==> src/rtl/mem_request_initiator.sv <==
// rtl/mem_request_initiator.sv - CPU-side load/store initiator for the word-addressed RAM controller
`timescale 1ns/1ps

module mem_request_initiator #(
    parameter int DATA_WIDTH     = 32,
    parameter int ADDRESS_WIDTH  = 9,
    parameter int TIMEOUT_CYCLES = 64
) (
    input  logic                     clock,
    input  logic                     clear_n,
    input  logic                     req_read,
    input  logic                     req_write,
    input  logic [ADDRESS_WIDTH-1:0] req_address,
    input  logic [DATA_WIDTH-1:0]    req_wdata,
    output logic                     req_busy,
    output logic                     req_done,
    output logic                     req_error,
    output logic [DATA_WIDTH-1:0]    mdr_out,
    output logic                     mem_read,
    output logic                     mem_write,
    output logic [ADDRESS_WIDTH-1:0] mem_address,
    output logic [DATA_WIDTH-1:0]    mem_data_out,
    input  logic [DATA_WIDTH-1:0]    mem_data_in,
    input  logic                     mem_complete
);

    localparam int CNT_W = $clog2(TIMEOUT_CYCLES) + 1;
    // Leaving a wait state when the count reaches TIMEOUT_CYCLES-1 means deciding one cycle earlier.
    localparam logic [CNT_W-1:0] CNT_LIMIT = CNT_W'(TIMEOUT_CYCLES - 2);
    localparam logic [CNT_W-1:0] CNT_MAX   = {CNT_W{1'b1}};

    typedef enum logic [2:0] {
        S_IDLE,
        S_ISSUE,
        S_WAIT_CLR,
        S_WAIT_DONE,
        S_RESP,
        S_ERR
    } state_t;

    state_t                   state_q, state_d;
    logic                     sync_meta_q, sync_meta_d;
    logic                     cs_q, cs_d;
    logic                     op_write_q, op_write_d;
    logic [CNT_W-1:0]         count_q, count_d;
    logic [ADDRESS_WIDTH-1:0] mem_address_q, mem_address_d;
    logic [DATA_WIDTH-1:0]    mem_data_out_q, mem_data_out_d;
    logic [DATA_WIDTH-1:0]    mdr_q, mdr_d;
    logic                     mem_read_q, mem_read_d;
    logic                     mem_write_q, mem_write_d;
    logic                     busy_q, busy_d;
    logic                     done_q, done_d;
    logic                     error_q, error_d;
    logic                     timed_out;
    logic                     strobe_on;
    logic [CNT_W-1:0]         count_inc;

    always_ff @(posedge clock or negedge clear_n) begin
        if (!clear_n) begin
            state_q        <= S_IDLE;
            sync_meta_q    <= 1'b0;
            cs_q           <= 1'b0;
            op_write_q     <= 1'b0;
            count_q        <= '0;
            mem_address_q  <= '0;
            mem_data_out_q <= '0;
            mdr_q          <= '0;
            mem_read_q     <= 1'b0;
            mem_write_q    <= 1'b0;
            busy_q         <= 1'b0;
            done_q         <= 1'b0;
            error_q        <= 1'b0;
        end else begin
            state_q        <= state_d;
            sync_meta_q    <= sync_meta_d;
            cs_q           <= cs_d;
            op_write_q     <= op_write_d;
            count_q        <= count_d;
            mem_address_q  <= mem_address_d;
            mem_data_out_q <= mem_data_out_d;
            mdr_q          <= mdr_d;
            mem_read_q     <= mem_read_d;
            mem_write_q    <= mem_write_d;
            busy_q         <= busy_d;
            done_q         <= done_d;
            error_q        <= error_d;
        end
    end

    always_comb begin
        sync_meta_d    = mem_complete;
        cs_d           = sync_meta_q;
        state_d        = state_q;
        op_write_d     = op_write_q;
        count_d        = count_q;
        mem_address_d  = mem_address_q;
        mem_data_out_d = mem_data_out_q;
        mdr_d          = mdr_q;
        timed_out      = (count_q >= CNT_LIMIT);
        count_inc      = (count_q == CNT_MAX) ? count_q : count_q + CNT_W'(1);

        case (state_q)
            S_IDLE: begin
                if (req_read || req_write) begin
                    op_write_d     = req_write;
                    mem_address_d  = req_address;
                    mem_data_out_d = req_wdata;
                    count_d        = '0;
                    state_d        = S_ISSUE;
                end
            end
            S_ISSUE: begin
                state_d = S_WAIT_CLR;
            end
            S_WAIT_CLR: begin
                count_d = count_inc;
                // A complete still high here belongs to the previous access.
                if (timed_out) begin
                    state_d = S_ERR;
                end else if (!cs_q) begin
                    state_d = S_WAIT_DONE;
                end
            end
            S_WAIT_DONE: begin
                count_d = count_inc;
                if (timed_out) begin
                    state_d = S_ERR;
                end else if (cs_q) begin
                    state_d = S_RESP;
                    if (!op_write_q) begin
                        mdr_d = mem_data_in;
                    end
                end
            end
            S_RESP:  state_d = S_IDLE;
            S_ERR:   state_d = S_IDLE;
            default: state_d = S_IDLE;
        endcase

        if (state_d == S_IDLE) begin
            mem_address_d  = '0;
            mem_data_out_d = '0;
        end

        strobe_on   = (state_d == S_ISSUE) || (state_d == S_WAIT_CLR) || (state_d == S_WAIT_DONE);
        mem_read_d  = strobe_on && !op_write_d;
        mem_write_d = strobe_on && op_write_d;
        busy_d      = (state_d != S_IDLE);
        done_d      = (state_d == S_RESP) || (state_d == S_ERR);
        error_d     = (state_d == S_ERR);
    end

    assign req_busy     = busy_q;
    assign req_done     = done_q;
    assign req_error    = error_q;
    assign mdr_out      = mdr_q;
    assign mem_read     = mem_read_q;
    assign mem_write    = mem_write_q;
    assign mem_address  = mem_address_q;
    assign mem_data_out = mem_data_out_q;

endmodule

==> config.mk <==
export PLATFORM = sky130hd
export DESIGN_NAME = mem_request_initiator
export DESIGN_NICKNAME = d
export VERILOG_FILES = /design/src/rtl/mem_request_initiator.sv
export SDC_FILE = /design/constraint.sdc
export NUM_CORES = 1
export LEC_CHECK = 0
export CORE_MARGIN = 2
export CORE_UTILIZATION = 35
export CTS_BUF_LIST = sky130_fd_sc_hd__clkbuf_16
export CTS_CLUSTER_DIAMETER = 60
export DETAILED_ROUTE_END_ITERATION = 12
export PLACE_DENSITY_LB_ADDON = 0.08
export SLEW_MARGIN = 10
export SYNTH_ARGS = -nofsm -noshare
export SYNTH_HDL_FRONTEND = slang
export SYNTH_SLANG_ARGS = --single-unit
==> constraint.sdc <==
create_clock -name clock -period 1.85 [get_ports clock]
set_input_delay 0.4625 -clock clock [delete_from_list [all_inputs] [get_ports clock]]
set_output_delay 0.4625 -clock clock [all_outputs]
set_load 0.01 [all_outputs]
* Word level (Yosys, flattened, before mapping)
Cells that the tools add are included.
** Cells by class
- Bitwise logic cells :: 2
- Reductions and logical operators :: 17
- Multiplexer cells :: 17
- Add/sub/neg operators :: 1
- Equality and inequality tests :: 11
- Order comparisons :: 1
** Operators by type and width (number)
- 2-to-1 mux 32 bit :: 3
- 2-to-1 mux 9 bit :: 3
- 2-to-1 mux 3 bit :: 5
- 2-to-1 mux 7 bit :: 2
- case mux 7 bit (2 select lines) :: 1
- == test 3 x 2 -> 1 bit, second input constant :: 4
- case mux 3 bit (4 select lines) :: 1
- adder 7 x 1 -> 7 bit, second input constant :: 1
- == test 7 bit, second input constant :: 1
- >= comparator 7 x 6 -> 1 bit, second input constant :: 1
- == test 3 x 1 -> 1 bit, second input constant :: 2
- == test 3 bit, second input constant :: 2
- zero test 3 bit :: 2
- nonzero test 2 bit :: 3
- logical OR 1 bit :: 4
- inequality test 2 bit, second input constant :: 2
- AND reduction 4 bit :: 1
- AND reduction 3 bit :: 1
- nonzero test 3 bit :: 1
- logical AND 1 bit :: 2
- 2-to-1 mux 1 bit :: 2
- inverter 1 bit :: 2
- AND reduction 2 bit :: 1
- OR reduction 2 bit :: 1
- zero test 1 bit :: 1
** Word-level totals
- Word-level logic and storage cells :: 62
- Output and inout bits :: 78
- Bits in registers :: 91
- Bits of input ports :: 78

* Longest topological paths before layout
- Depth in word-level cells :: 7
- Mapped depth :: 8
- Depth with buffers taken out :: 7

* Worst setup path after synthesis
OpenSTA, ideal clock, no wires.
- Path kind :: flip-flop to flip-flop
- From :: reg count_q[0]
- To :: reg mdr_q[12] (netlist: mdr_out[12])
- Data required time :: 1.722 ns
- Path slack :: 0.092 ns
- Arrival :: 1.631 ns
- Stages on the path, launching flop included :: 8
- Path buffers :: 1
- Clock period less this slack :: 1.758 ns
- Library setup time :: 0.128 ns
- Path through :: dfrtp_1 inv_1 ha_1 nor2_1 nor2_1 nor3_4 buf_6 mux2_1
** On the way
- Longest elaborated chain between the ends :: 3
** RTL lines
- start: declaration :: RTL line 45 : logic [CNT_W-1:0] count_q, count_d;
- start signal: assignment :: RTL line 78 : count_q <= count_d;
- >= comparator 7 x 6 -> 1 bit :: RTL line 99 : timed_out = (count_q >= CNT_LIMIT);
- inverter 1 bit (no line)
- AND reduction 4 bit (no line)
- end signal: assignment :: RTL line 81 : mdr_q <= mdr_d;
- end: declaration :: RTL line 48 : logic [DATA_WIDTH-1:0] mdr_q, mdr_d;
Every way passes these cells.
A chain may end at the register's enable or synchronous reset.

* Worst setup path after layout
- From :: reg state_q[1]
- To :: reg mdr_q[11] (netlist: mdr_out[11])
** On the way
- Longest elaborated chain between the ends :: 2
** RTL lines
- start: declaration :: RTL line 41 : state_t state_q, state_d;
- start signal: assignment :: RTL line 74 : state_q <= state_d;
- == test 3 x 2 -> 1 bit :: RTL line 102 : case (state_q)
- AND reduction 4 bit (no line)
Every way passes these cells.

==> impl_metrics.yaml <==
floorplan:
  die_y_um: 110
  dieArea_um2: 12200
  ioPinCount: 156
  rows: 38
  die_w_um: 110
  initial_core_util_pct: 36.1
  core-area_um2: 10900
clocking:
  cts.sinks: 91
  clkLatencyLatePin_ns: 0.33
  clkSlewWorstSetupHoldPaths_ns: 0.07
  holdBufCountCts: 0
  htree_levels: 3
  cts.path.max_buffers: 2
  cts_tree: "yes"
  numCtsBuffers: 9
  clock-root-buffer: "clkbuf_16"
sta:
  fmax_mhz: 563
  worstMarginPinSlew_ns: 0.403
  setup_viol: 0
  fin_setup_tns_ns: 0
  slew_headroom_pct: 73.0
  hold_viol_final: 0
  finClkSkew_ns: 0.00921
  fin_crit_sh_pct: 95.9
  finalMaxSlewViolations: 0
  period_needed_ns: 1.77
  rsz0062_at_grt: "no"
setup_path:
  crit_type: "reg -> reg"
  arrival_ns: 1.99
  cp-start-kind: "flop"
  cp.required_ns: 2.06
  worstPathMaxFanout: 16
  critPathCaptureType: "flop"
logic_synthesis:
  synth_fp_nets: 406
  async_flop_share_pct: 100
  avgSynthCellArea_um2: 12.1
  synth.yosys.seq_area_share_pct: 57.6
  syn-cell-area_um2: 3950
  yosys_most_used_dff: "dfrtp_1"
  synth_edf_count: 0
  synth.distinct_cells: 40
  syn_inst: 326
  synth_seq_cells: 91
  synth_warnings: 0
power_and_ir_drop:
  p_sw_uw: 3620
  p_leak_uw: 0.00260
  p_per_area_nw_per_um2: 1700
  intPower_uw: 6740
  combPwrFrac_pct: 50.3
  p_seq_share_pct: 33.5
  switching_share_pct: 34.9
  clkPwrFrac_pct: 16.2
  peakVddDrop_uv: 689
run_status:
  outcome: "finished, final reports clean"
routing:
  wl_per_cell_um: 16.4
  first_iter_violations: 166
  first_pass_iters: 6
  via_per_inst: 5.05
  route.vias.total: 3219
  drc: 0
  ant_nets: 0
  finalWirelength_um: 10500
layout:
  multiInputGateArea_um2: 1500
  regArea_um2: 2280
  syn_to_final_growth_pct: 54.4
  antenna_cells: 0
  drive_above_1_share_pct: 15.9
  final_area_um2: 6100
  fin_nets: 573
  nFillCells: 972
  final_util_pct: 55.8
  fin_cells: 638
place:
  gp_congestion: 0.806
  dp_hpwl_um: 7070
  dp.cells: 618
  port_buffers: 155
  dpl-instance-area_um2: 5770
grt:
  grt_max_degree: 43
  overflow: 0
  grt_pass1_vias: 3266
  grtUsageTotal_pct: 16.8
  grt_pass1_wl_um: 15800
  antenna_found_initial: 0
job:
  cap_violations: 0
min_path:
  hold_path.class: "in -> async"
repair_timing:
action                     CTS  global route
resized for setup            0             1
setup buffers                0             2
setup endpoints to repair    0            43
layout make-up:
type,instances,area share [%]
inverters,9,0.554
clock inverters,7,0.820
multi-input cells,201,24.6
well taps,140,2.87
flip-flops and latches,91,37.3
repair buffers,181,30.2
clock buffers,9,3.69
power groups by stage:
| stage | registers, µW | logic (µW) | clock network (µW) |
|---|---|---|---|
| after floorplan | 3820 | 2220 | 0 |
| after global placement | 3470 | 5110 | 0 |
| after detailed placement | 3480 | 5190 | 0 |
| after CTS | 3480 | 5210 | 1740 |
| after global routing | 3580 | 5630 | 1830 |
| final | 3470 | 5210 | 1680 |
cells by family (layout without fill, tap and decap cells):
logic type | count (synthesis) | in the layout | synth area share (%)
buf+inv | 34 | 206 | 5.00
simple gates | 105 | 105 | 11.7
fa+ha+maj | 2 | 2 | 0.633
flops | 91 | 91 | 57.6
mux | 33 | 33 | 11.9
xor+xnor | 2 | 2 | 0.443
compound gates | 59 | 59 | 12.7
cells in the final DEF, fill, tap and decap left out, types with 2 or more instances in the layout:
master           synthesis  final
clkinv_1                 0      2
nor2_1                   6      5
mux2_1                   3      3
dfrtp_1                 91     91
clkdlybuf4s50_1          0    154
nand2_1                 87     87
inv_6                    0      3
mux2_2                   2      2
mux2_4                  27     27
buf_12                   0      6
clkbuf_16                0     10
a211oi_1                 2      2
buf_4                    2     19
o21ai_1                  3      2
a211o_1                  2      2
ha_1                     2      2
nand4_1                  2      2
a32oi_1                 41     41
inv_1                    9      9
xnor2_1                  2      2
sequential cells by signal, summed over array words and instances, names as in the netlist, 3 cells and up:
register      flops
state_q           3
mdr_out          32
mem_address       9
count_q           7
mem_data_out     32
cell usage after synthesis (2+ instances only):
cell type | instances | area share (%)
nor2_1 | 6 | 0.57
a211oi_1 | 2 | 0.38
dfrtp_1 | 91 | 58
nand4_1 | 2 | 0.32
mux2_1 | 3 | 0.85
nand2_1 | 87 | 8.3
buf_4 | 2 | 0.38
o21ai_1 | 3 | 0.38
mux2_2 | 2 | 0.57
clkbuf_1 | 8 | 0.76
mux2_4 | 27 | 10
a211o_1 | 2 | 0.44
xnor2_1 | 2 | 0.44
a32oi_1 | 41 | 9.1
inv_1 | 9 | 0.85
ha_1 | 2 | 0.63
buf_2 | 8 | 1.0
buf_6 | 7 | 2.0
critical path: stages, from the launching register on:
cell and delay, ns:
dfrtp_1 0.46, and2b_4 0.25, nand4b_4 0.11, nor3_4 0.18
buf_4 0.14, buf_12 0.16, mux2_2 0.34
metal layers:
metal	track usage [%]	vias to the layer above	share of wire, %
li1	-	1496	-
met1	22.2	1577	45
met2	26.8	135	46
met3	4.06	11	7.8
met4	6.16	0	1.4
met5	0	-	0
worst paths after layout:
path                            start  depth (start not counted)     endpoint  slack [ns]
max                        state_q[1]                          6  mdr_out[11]        0.08
min                           clear_n                          1     req_busy        0.05
max reg2reg                state_q[1]                          6  mdr_out[11]        0.08
min reg2reg                      cs_d                          0         cs_q        0.36
max in group asynchronous     clear_n                          2   mdr_out[2]        1.17
min in group clock               cs_d                          0         cs_q        0.36
metrics by stage:
stage / setup WS (ns) / total power, µW / hold WS, ns
2_1_floorplan: 0.0916 / 6050 / 0.167
3_3_place_gp: -0.000655 / 8580 / 0.342
3_5_place_dp: -0.0367 / 8680 / 0.341
4_1_cts: 0.00697 / 10400 / 0.0705
5_1_grt: 0.00441 / 11000 / 0.0778
6_report: 0.0751 / 10400 / 0.0529
No activity file was read; power rests on OpenSTA's default activity.
